File: config.mk
export PLATFORM = sky130hd
export DESIGN_NAME = decode_stage_flat
export DESIGN_NICKNAME = d
export VERILOG_FILES = /design/src/rtl/decode_stage_if.sv /design/src/rtl/decode_stage.sv /design/src/flat_wrapper.sv
export SDC_FILE = /design/constraint.sdc
export NUM_CORES = 2
export LEC_CHECK = 0
export BUFFER_PORTS_ARGS = -buffer_cell sky130_fd_sc_hd__buf_2
export CAP_MARGIN = 20
export CORE_ASPECT_RATIO = 1.1
export CORE_UTILIZATION = 40
export CTS_CLUSTER_DIAMETER = 80
export DETAILED_ROUTE_END_ITERATION = 8
export HOLD_SLACK_MARGIN = 0.05
export PLACE_DENSITY_LB_ADDON = 0.25
export SLEW_MARGIN = 15
export SYNTH_ARGS = -nofsm -noshare
export SYNTH_HDL_FRONTEND = slang
export SYNTH_SLANG_ARGS = --single-unit
File: constraint.sdc
create_clock -name clk -period 3.3 [get_ports clk]
set_input_delay 0.66 -clock clk [delete_from_list [all_inputs] [get_ports clk]]
set_output_delay 0.66 -clock clk [all_outputs]
set_load 0.03 [all_outputs]
File: src/rtl/decode_stage_if.sv
// decode_stage_if: instruction/writeback inputs and decoded field/control outputs of the ID stage.
interface decode_stage_if #(
    parameter int DATA = 32,
    parameter int AW   = 5
);
    logic            writeEnable;
    logic [31:0]     instruction;
    logic [DATA-1:0] writeData;
    logic [AW-1:0]   writeReg;
    logic [DATA-1:0] immOut;
    logic [DATA-1:0] readData1;
    logic [DATA-1:0] readData2;
    logic [4:0]      rsOut;
    logic [4:0]      rtOut;
    logic [4:0]      destReg;
    logic [5:0]      opcode;
    logic            regWrite;
    logic            memRead;
    logic            memWrite;
    logic            aluSrc;
    logic            branch;
    logic            jump;
    logic            halt;

    modport master (
        output writeEnable, instruction, writeData, writeReg,
        input  immOut, readData1, readData2, rsOut, rtOut, destReg, opcode,
               regWrite, memRead, memWrite, aluSrc, branch, jump, halt
    );
    modport slave (
        input  writeEnable, instruction, writeData, writeReg,
        output immOut, readData1, readData2, rsOut, rtOut, destReg, opcode,
               regWrite, memRead, memWrite, aluSrc, branch, jump, halt
    );
endinterface

File: src/rtl/decode_stage.sv
// decode_stage: MIPS-Lite ID stage -- field split, sign extension, 2R/1W register file with
// same-cycle writeback bypass, and opcode-to-control decode.
module decode_stage #(
    parameter int DATA  = 32,
    parameter int NREGS = 32
) (
    input logic          clk,
    input logic          rst_n,
    decode_stage_if.slave id
);
    localparam int AW = $clog2(NREGS);

    logic [DATA-1:0] regs [NREGS];
    logic [5:0]      op;
    logic [4:0]      rs, rt, rd;
    logic            wr_ok, r_type;

    assign op    = id.instruction[31:26];
    assign rs    = id.instruction[25:21];
    assign rt    = id.instruction[20:16];
    assign rd    = id.instruction[15:11];
    assign wr_ok = id.writeEnable && id.writeReg != '0;

    // R0 is never written, so it keeps its reset value of zero.
    always_ff @(posedge clk or negedge rst_n) begin
        if (!rst_n) begin
            for (int i = 0; i < NREGS; i++) regs[i] <= '0;
        end else if (wr_ok) begin
            regs[id.writeReg] <= id.writeData;
        end
    end

    // Writeback in the same cycle is forwarded so ID sees the value WB is committing.
    assign id.readData1 = (rst_n && wr_ok && id.writeReg == AW'(rs)) ? id.writeData : regs[rs];
    assign id.readData2 = (rst_n && wr_ok && id.writeReg == AW'(rt)) ? id.writeData : regs[rt];

    assign id.immOut = {{(DATA-16){id.instruction[15]}}, id.instruction[15:0]};
    assign id.rsOut  = rs;
    assign id.rtOut  = rt;
    assign id.opcode = op;

    assign r_type      = !op[0] && op <= 6'h0A;
    assign id.destReg  = r_type ? rd : rt;
    assign id.aluSrc   = (op[0] && op <= 6'h0B) || op == 6'h0C || op == 6'h0D;
    assign id.regWrite = op <= 6'h0C;
    assign id.memRead  = op == 6'h0C;
    assign id.memWrite = op == 6'h0D;
    assign id.branch   = op == 6'h0E || op == 6'h0F;
    assign id.jump     = op == 6'h10;
    assign id.halt     = op == 6'h11;
endmodule

File: src/flat_wrapper.sv
// flat-port wrapper written by rule: the top's interface ports become plain ports
module decode_stage_flat 
#(
    parameter int DATA  = 32,
    parameter int NREGS = 32
)
  (clk, rst_n, id_writeEnable, id_instruction, id_writeData, id_writeReg, id_immOut, id_readData1, id_readData2, id_rsOut, id_rtOut, id_destReg, id_opcode, id_regWrite, id_memRead, id_memWrite, id_aluSrc, id_branch, id_jump, id_halt);
  decode_stage_if #(.DATA(DATA)) id_i ();
  input logic clk;
  input logic rst_n;
  input wire logic [$bits(id_i.writeEnable)-1:0] id_writeEnable;
  input wire logic [$bits(id_i.instruction)-1:0] id_instruction;
  input wire logic [$bits(id_i.writeData)-1:0] id_writeData;
  input wire logic [$bits(id_i.writeReg)-1:0] id_writeReg;
  output wire logic [$bits(id_i.immOut)-1:0] id_immOut;
  output wire logic [$bits(id_i.readData1)-1:0] id_readData1;
  output wire logic [$bits(id_i.readData2)-1:0] id_readData2;
  output wire logic [$bits(id_i.rsOut)-1:0] id_rsOut;
  output wire logic [$bits(id_i.rtOut)-1:0] id_rtOut;
  output wire logic [$bits(id_i.destReg)-1:0] id_destReg;
  output wire logic [$bits(id_i.opcode)-1:0] id_opcode;
  output wire logic [$bits(id_i.regWrite)-1:0] id_regWrite;
  output wire logic [$bits(id_i.memRead)-1:0] id_memRead;
  output wire logic [$bits(id_i.memWrite)-1:0] id_memWrite;
  output wire logic [$bits(id_i.aluSrc)-1:0] id_aluSrc;
  output wire logic [$bits(id_i.branch)-1:0] id_branch;
  output wire logic [$bits(id_i.jump)-1:0] id_jump;
  output wire logic [$bits(id_i.halt)-1:0] id_halt;
  assign id_i.writeEnable = id_writeEnable;
  assign id_i.instruction = id_instruction;
  assign id_i.writeData = id_writeData;
  assign id_i.writeReg = id_writeReg;
  assign id_immOut = id_i.immOut;
  assign id_readData1 = id_i.readData1;
  assign id_readData2 = id_i.readData2;
  assign id_rsOut = id_i.rsOut;
  assign id_rtOut = id_i.rtOut;
  assign id_destReg = id_i.destReg;
  assign id_opcode = id_i.opcode;
  assign id_regWrite = id_i.regWrite;
  assign id_memRead = id_i.memRead;
  assign id_memWrite = id_i.memWrite;
  assign id_aluSrc = id_i.aluSrc;
  assign id_branch = id_i.branch;
  assign id_jump = id_i.jump;
  assign id_halt = id_i.halt;
  decode_stage #(.DATA(DATA), .NREGS(NREGS)) u_core (.clk(clk), .rst_n(rst_n), .id(id_i));
endmodule
## Word-level counts from Yosys, hierarchy flattened

Cells that the tools add are included.

- Register bits: 1,024
- Bits in latches: 0
- Bits in writable memories: 0
- Bits in read-only memories: 0
- Input bits: 72
- Logic and storage cells: 74
- Memories kept: 0

- $add $sub $neg: 0
- $mul: 0
- Divide/modulo/power cells: 0
- Magnitude comparators: 7
- Eq/ne operators: 8
- Shift operators: 0
- Multiplexer cells: 12
- Bitwise operators: 3
- Reduce and logical (&&, ||, !) cells: 12

Operators with widths:

| cell | count |
|---|---|
| 1024-bit bitwise mux | 1 |
| 32-bit binary-select mux with 5-bit select | 2 |
| 32-bit two-way mux | 7 |
| 32-bit demux with 5-bit select | 1 |
| 6-bit by 4-bit equality test with 1-bit output (second input constant) | 4 |
| 6-bit greater-or-equal comparator (second input constant) | 3 |
| 6-bit by 4-bit <= comparator with 1-bit output (second input constant) | 3 |
| 5-bit inverter with 6-bit output | 3 |
| 6-bit by 5-bit equality test with 1-bit output (second input constant) | 2 |
| 5-bit equality test | 2 |
| 1-bit logical AND | 7 |
| 6-bit by 1-bit less-than comparator with 1-bit output (second input constant) | 1 |
| 5-bit two-way mux | 1 |
| 5-bit nonzero test | 1 |
| 1-bit logical OR | 3 |
| 1-bit logical NOT | 1 |

## Longest topological paths before layout

- Depth in word-level cells: 6
- Gate-level depth with buffers: 9
- Mapped depth without buffers: 5

## Least setup slack after synthesis

Ideal clock, no wire load.

- Kind: input to output
- Start: input port id_instruction[21]
- End: output port id_readData1[30]
- Data arrival time: 2.374 ns
- Slack: 0.266 ns
- Cell stages on the path: 8
- Path through: buf_2 -> buf_6 -> buf_6 -> xor2_1 -> nor3_2 -> nand4_2 -> buf_2 -> a31oi_1

- Word-level cells in the longest chain between the ends: 5
- Elaborated cells between the ends (all ways): 7

RTL lines:

| what | line | source |
|---|---|---|
| from (decl) | flat_wrapper.sv:12 | `input wire logic [$bits(id_i.instruction)-1:0] id_instruction;` |
| 5-bit inverter with 6-bit output (implied by the code) | decode_stage.sv:34 | `assign id.readData1 = (rst_n && wr_ok && id.writeReg == AW'(rs)) ? id.writeData : regs[rs];` |
| 32-bit binary-select mux with 5-bit select | decode_stage.sv:34 |  |
| 32-bit two-way mux (implied by the code) (2 in a row) | decode_stage.sv:34 |  |
| 32-bit two-way mux * | decode_stage.sv:34 |  |
| to (decl) | flat_wrapper.sv:16 | `output wire logic [$bits(id_i.readData1)-1:0] id_readData1;` |

Every way passes the cells marked *; elsewhere a longest branch is shown, timed or not. The select of a mux whose other input is x is not followed.

## Final worst setup path

- Start: input port id_instruction[17]
- End: output port id_readData2[21]

- Word-level cells in the longest chain between the ends: 5
- Elaborated cells between the ends (all ways): 7

RTL lines:

| what | line | source |
|---|---|---|
| 5-bit inverter with 6-bit output (implied by the code) | decode_stage.sv:35 | `assign id.readData2 = (rst_n && wr_ok && id.writeReg == AW'(rt)) ? id.writeData : regs[rt];` |
| 32-bit binary-select mux with 5-bit select | decode_stage.sv:35 |  |
| 32-bit two-way mux (implied by the code) (2 in a row) | decode_stage.sv:35 |  |
| 32-bit two-way mux * | decode_stage.sv:35 |  |
| to (decl) | flat_wrapper.sv:17 | `output wire logic [$bits(id_i.readData2)-1:0] id_readData2;` |

Marked as above.

==> impl_metrics.yaml <==
cells_and_area:
  seqCellArea_um2: 25600
  syn2layout_area_growth_pct: 20.0
  antenna_cells: 0
  multiInputGateArea_um2: 27100
  largest_reg_flops: 1024
  regMostFlops: "u_core.regs"
  n_fill_cell: 11537
  drive_gt1_frac: 0.650
  final_nets: 3807
  final_area_um2: 64800
  reg_top3: "u_core.regs: 1024 flops"
  stdcell_count: 5623
yosys:
  synth_ff_type: "dfrtp_1"
  synth_nets: 3557
  ys_warn_count: 0
  async_flop_share: 1.00
  ys_ff_latch: 1024
  yosysSeqAreaShare: 0.474
  synth_edf_count: 0
  synthCells: 3485
  syn_area_per_cell_um2: 15.5
  ys_types: 45
  syn-cell-area_um2: 54000
setup_path:
  crit_end: "id_readData2[21]"
  cp-end-kind: "output port"
  crit_path_max_incr_delay_ns: 0.32
  r2r.worst_path.cells: 1
  crit_type: "input pin to output port"
  crit_start: "id_instruction[17]"
  start_kind: "input pin"
  cpMostUsedCell: "buf_12"
  reg2reg_from: "u_core.regs[683]"
  critical_path_depth: 9
  crit_slowest_cell: "mux4_2"
  crit_chain: "buf_8 > buf_12 > buf_12 > mux4_2 > o22ai_1 > nor4_2 > buf_4 > mux2_2 > buf_2"
  arrival_ns: 2.65
  rr_endpoint: "u_core.regs[683]"
  crit_fanout: 27
  r2r_setup_slack_ns: 2.49
  crit_required_ns: 2.64
  critPathBufInv: 5
  path_delay_family: "buffers and inverters"
clocking:
  cts-root-buf: "clkbuf_16"
  clockBufferDepth: 3
  htreeDepth: 3
  cts_tree: "done"
  insertion_delay_ns: 0.70
  cts.sinks: 1024
  path_clk_slew_ns: 0.06
  cts_buffers: 116
global_route:
  grt_pass1_vias: 36360
  antenna_found_initial: 6
  grt_usage: 0.257
  grt_max_degree: 130
  grt_pass1_wl_mm: 258
  grt_overflow: 0
routing:
  wl_mm: 177
  routedWlPerCell_um: 31.4
  remaining_drc_errors: 0
  first_pass_iters: 6
  drt-initial-drc-count: 3207
  ant_nets: 0
  dr_total_vias: 34958
  avgViaCountPerCell: 6.22
sta:
  timing.final.max_slew_violations: 0
  period_needed_ns: 3.31
  rsz0062_at_grt: "yes"
  hold_violations: 0
  fmax_mhz: 302
  setup_viol: 2
  skew_ns: 0
  slew-limit-headroom: 0.376
  fin_ws_ns: -0.00660
  tightest_slew_ns: 0.936
  whs_ns: 0.115
  setup_tns_ns: -0.00700
  layout_worst_path_cycle_share: 1.00
placement:
  post-dp-hpwl_mm: 111
  gp_congestion: 0.810
  place_area_um2: 59200
  placedCellCount: 5360
  io_buffers: 173
  pre_cts_slack_ns: -0.354
outcome:
  outcome: "complete, but fails checks"
  violations: "negative setup slack"
floorplan:
  start_util: 0.403
  die_x_um: 352
  fp-row-count: 141
  dieArea_um2: 137000
  fp.coreArea_um2: 134000
  io_pins: 196
  die_h_um: 387
power:
  power.density_nw_per_um2: 591
  vdd_drop_max_mv: 0.451
  p_leak_uw: 0.0282
hold_path:
  hp-class: "input pin to async pin"
run:
  drv_cap: 0
-- metal layers --
layer / track usage / vias up / wire length, um
met5: 0 / - / 0
met4: 0.0975 / 0 / 7280
met3: 0.0392 / 379 / 11000
met2: 0.410 / 1261 / 84200
met1: 0.355 / 19160 / 74100
li1: - / 14158 / -
-- final cells by class --
class,count,share of cell area
inverters,1,0.0000579
well taps,1787,0.0345
clock inverters,54,0.0105
multi-input cells,2007,0.419
clock buffers,165,0.0520
flip-flops and latches,1024,0.395
repair buffers,585,0.0892
-- timing repair --
action                                  CTS  global route
buffers inserted                         11            19
hold endpoints to repair                  9             0
gates resized for setup                 101            64
endpoints found under the setup margin   64            56
gates cloned                              7             6
hold buffers                              1             0
pin swaps                                 3             3
-- synth_stat cells (all sizes together) (3+ instances only) --
master,number,area share
mux2,1059,0.22
dfrtp,1024,0.47
mux4,510,0.21
buf,278,0.029
o22ai,248,0.029
clkbuf,175,0.012
nor4,62,0.0072
nand2,23,0.0016
nor2,23,0.0016
nand3b,9,0.0013
nand3,8,0.00083
xor2,8,0.0013
mux2i,7,0.0013
nor3,7,0.00093
nand4b,4,0.00065
nor3b,4,0.00056
a21oi,3,0.00028
nand2b,3,0.00035
nor2b,3,0.00035
nor4b,3,0.00076
or3,3,0.00035
-- cell families (layout without fill, tap and decap cells) --
family,Yosys count,in the layout,share of synthesized area
xor+xnor,10,10,0.00162
mux,1576,1576,0.435
simple gates,159,159,0.0174
flops,1024,1024,0.474
compound gates,262,262,0.0307
buf+inv,454,805,0.0415
-- stage by stage --
| step | util | total power [uW] |
|---|---|---|
| 3_5_place_dp | 0.441 | 24500 |
| 5_1_grt | 0.484 | 39900 |
| 3_3_place_gp | 0.441 | 24200 |
| 6_report | 0.484 | 38300 |
| 2_1_floorplan | - | 22000 |
| 4_1_cts | 0.479 | 38400 |
-- how the worst min path moves through the flow --
| stage | start | endpoint | slack [ns] | depth (start not counted) |
|---|---|---|---|---|
| global route | rst_n | u_core.regs[470] | 0.15 | 2 |
| finish | rst_n | u_core.regs[854] | 0.11 | 2 |
| floorplan | rst_n | u_core.regs[0] | 0.36 | 0 |
| detailed placement | u_core.regs[1016] | u_core.regs[1016] | 0.38 | 0 |
| CTS | rst_n | u_core.regs[470] | 0.11 | 2 |
| global placement | u_core.regs[1016] | u_core.regs[1016] | 0.38 | 0 |
-- cells in the final DEF (no fill, tap or decap), types with 23 or more instances in the layout --
cell type  instances
buf_12            93
clkbuf_1          23
dfrtp_1         1024
nor4_1            30
clkbuf_16        124
buf_2            162
buf_4            283
o22ai_2           61
mux4_2           510
mux2_2          1058
clkbuf_8          24
clkinv_2          26
nor4_2            26
o22ai_1          183
-- report_power, final --
group | internal (uW) | total (uW) | switching (uW)
clock | 8190 | 13700 | 5500
sequential | 14900 | 16600 | 1680
combinational | 4850 | 8040 | 3190
total | 28000 | 38300 | 10400
No activity file was read; power rests on OpenSTA's default activity.
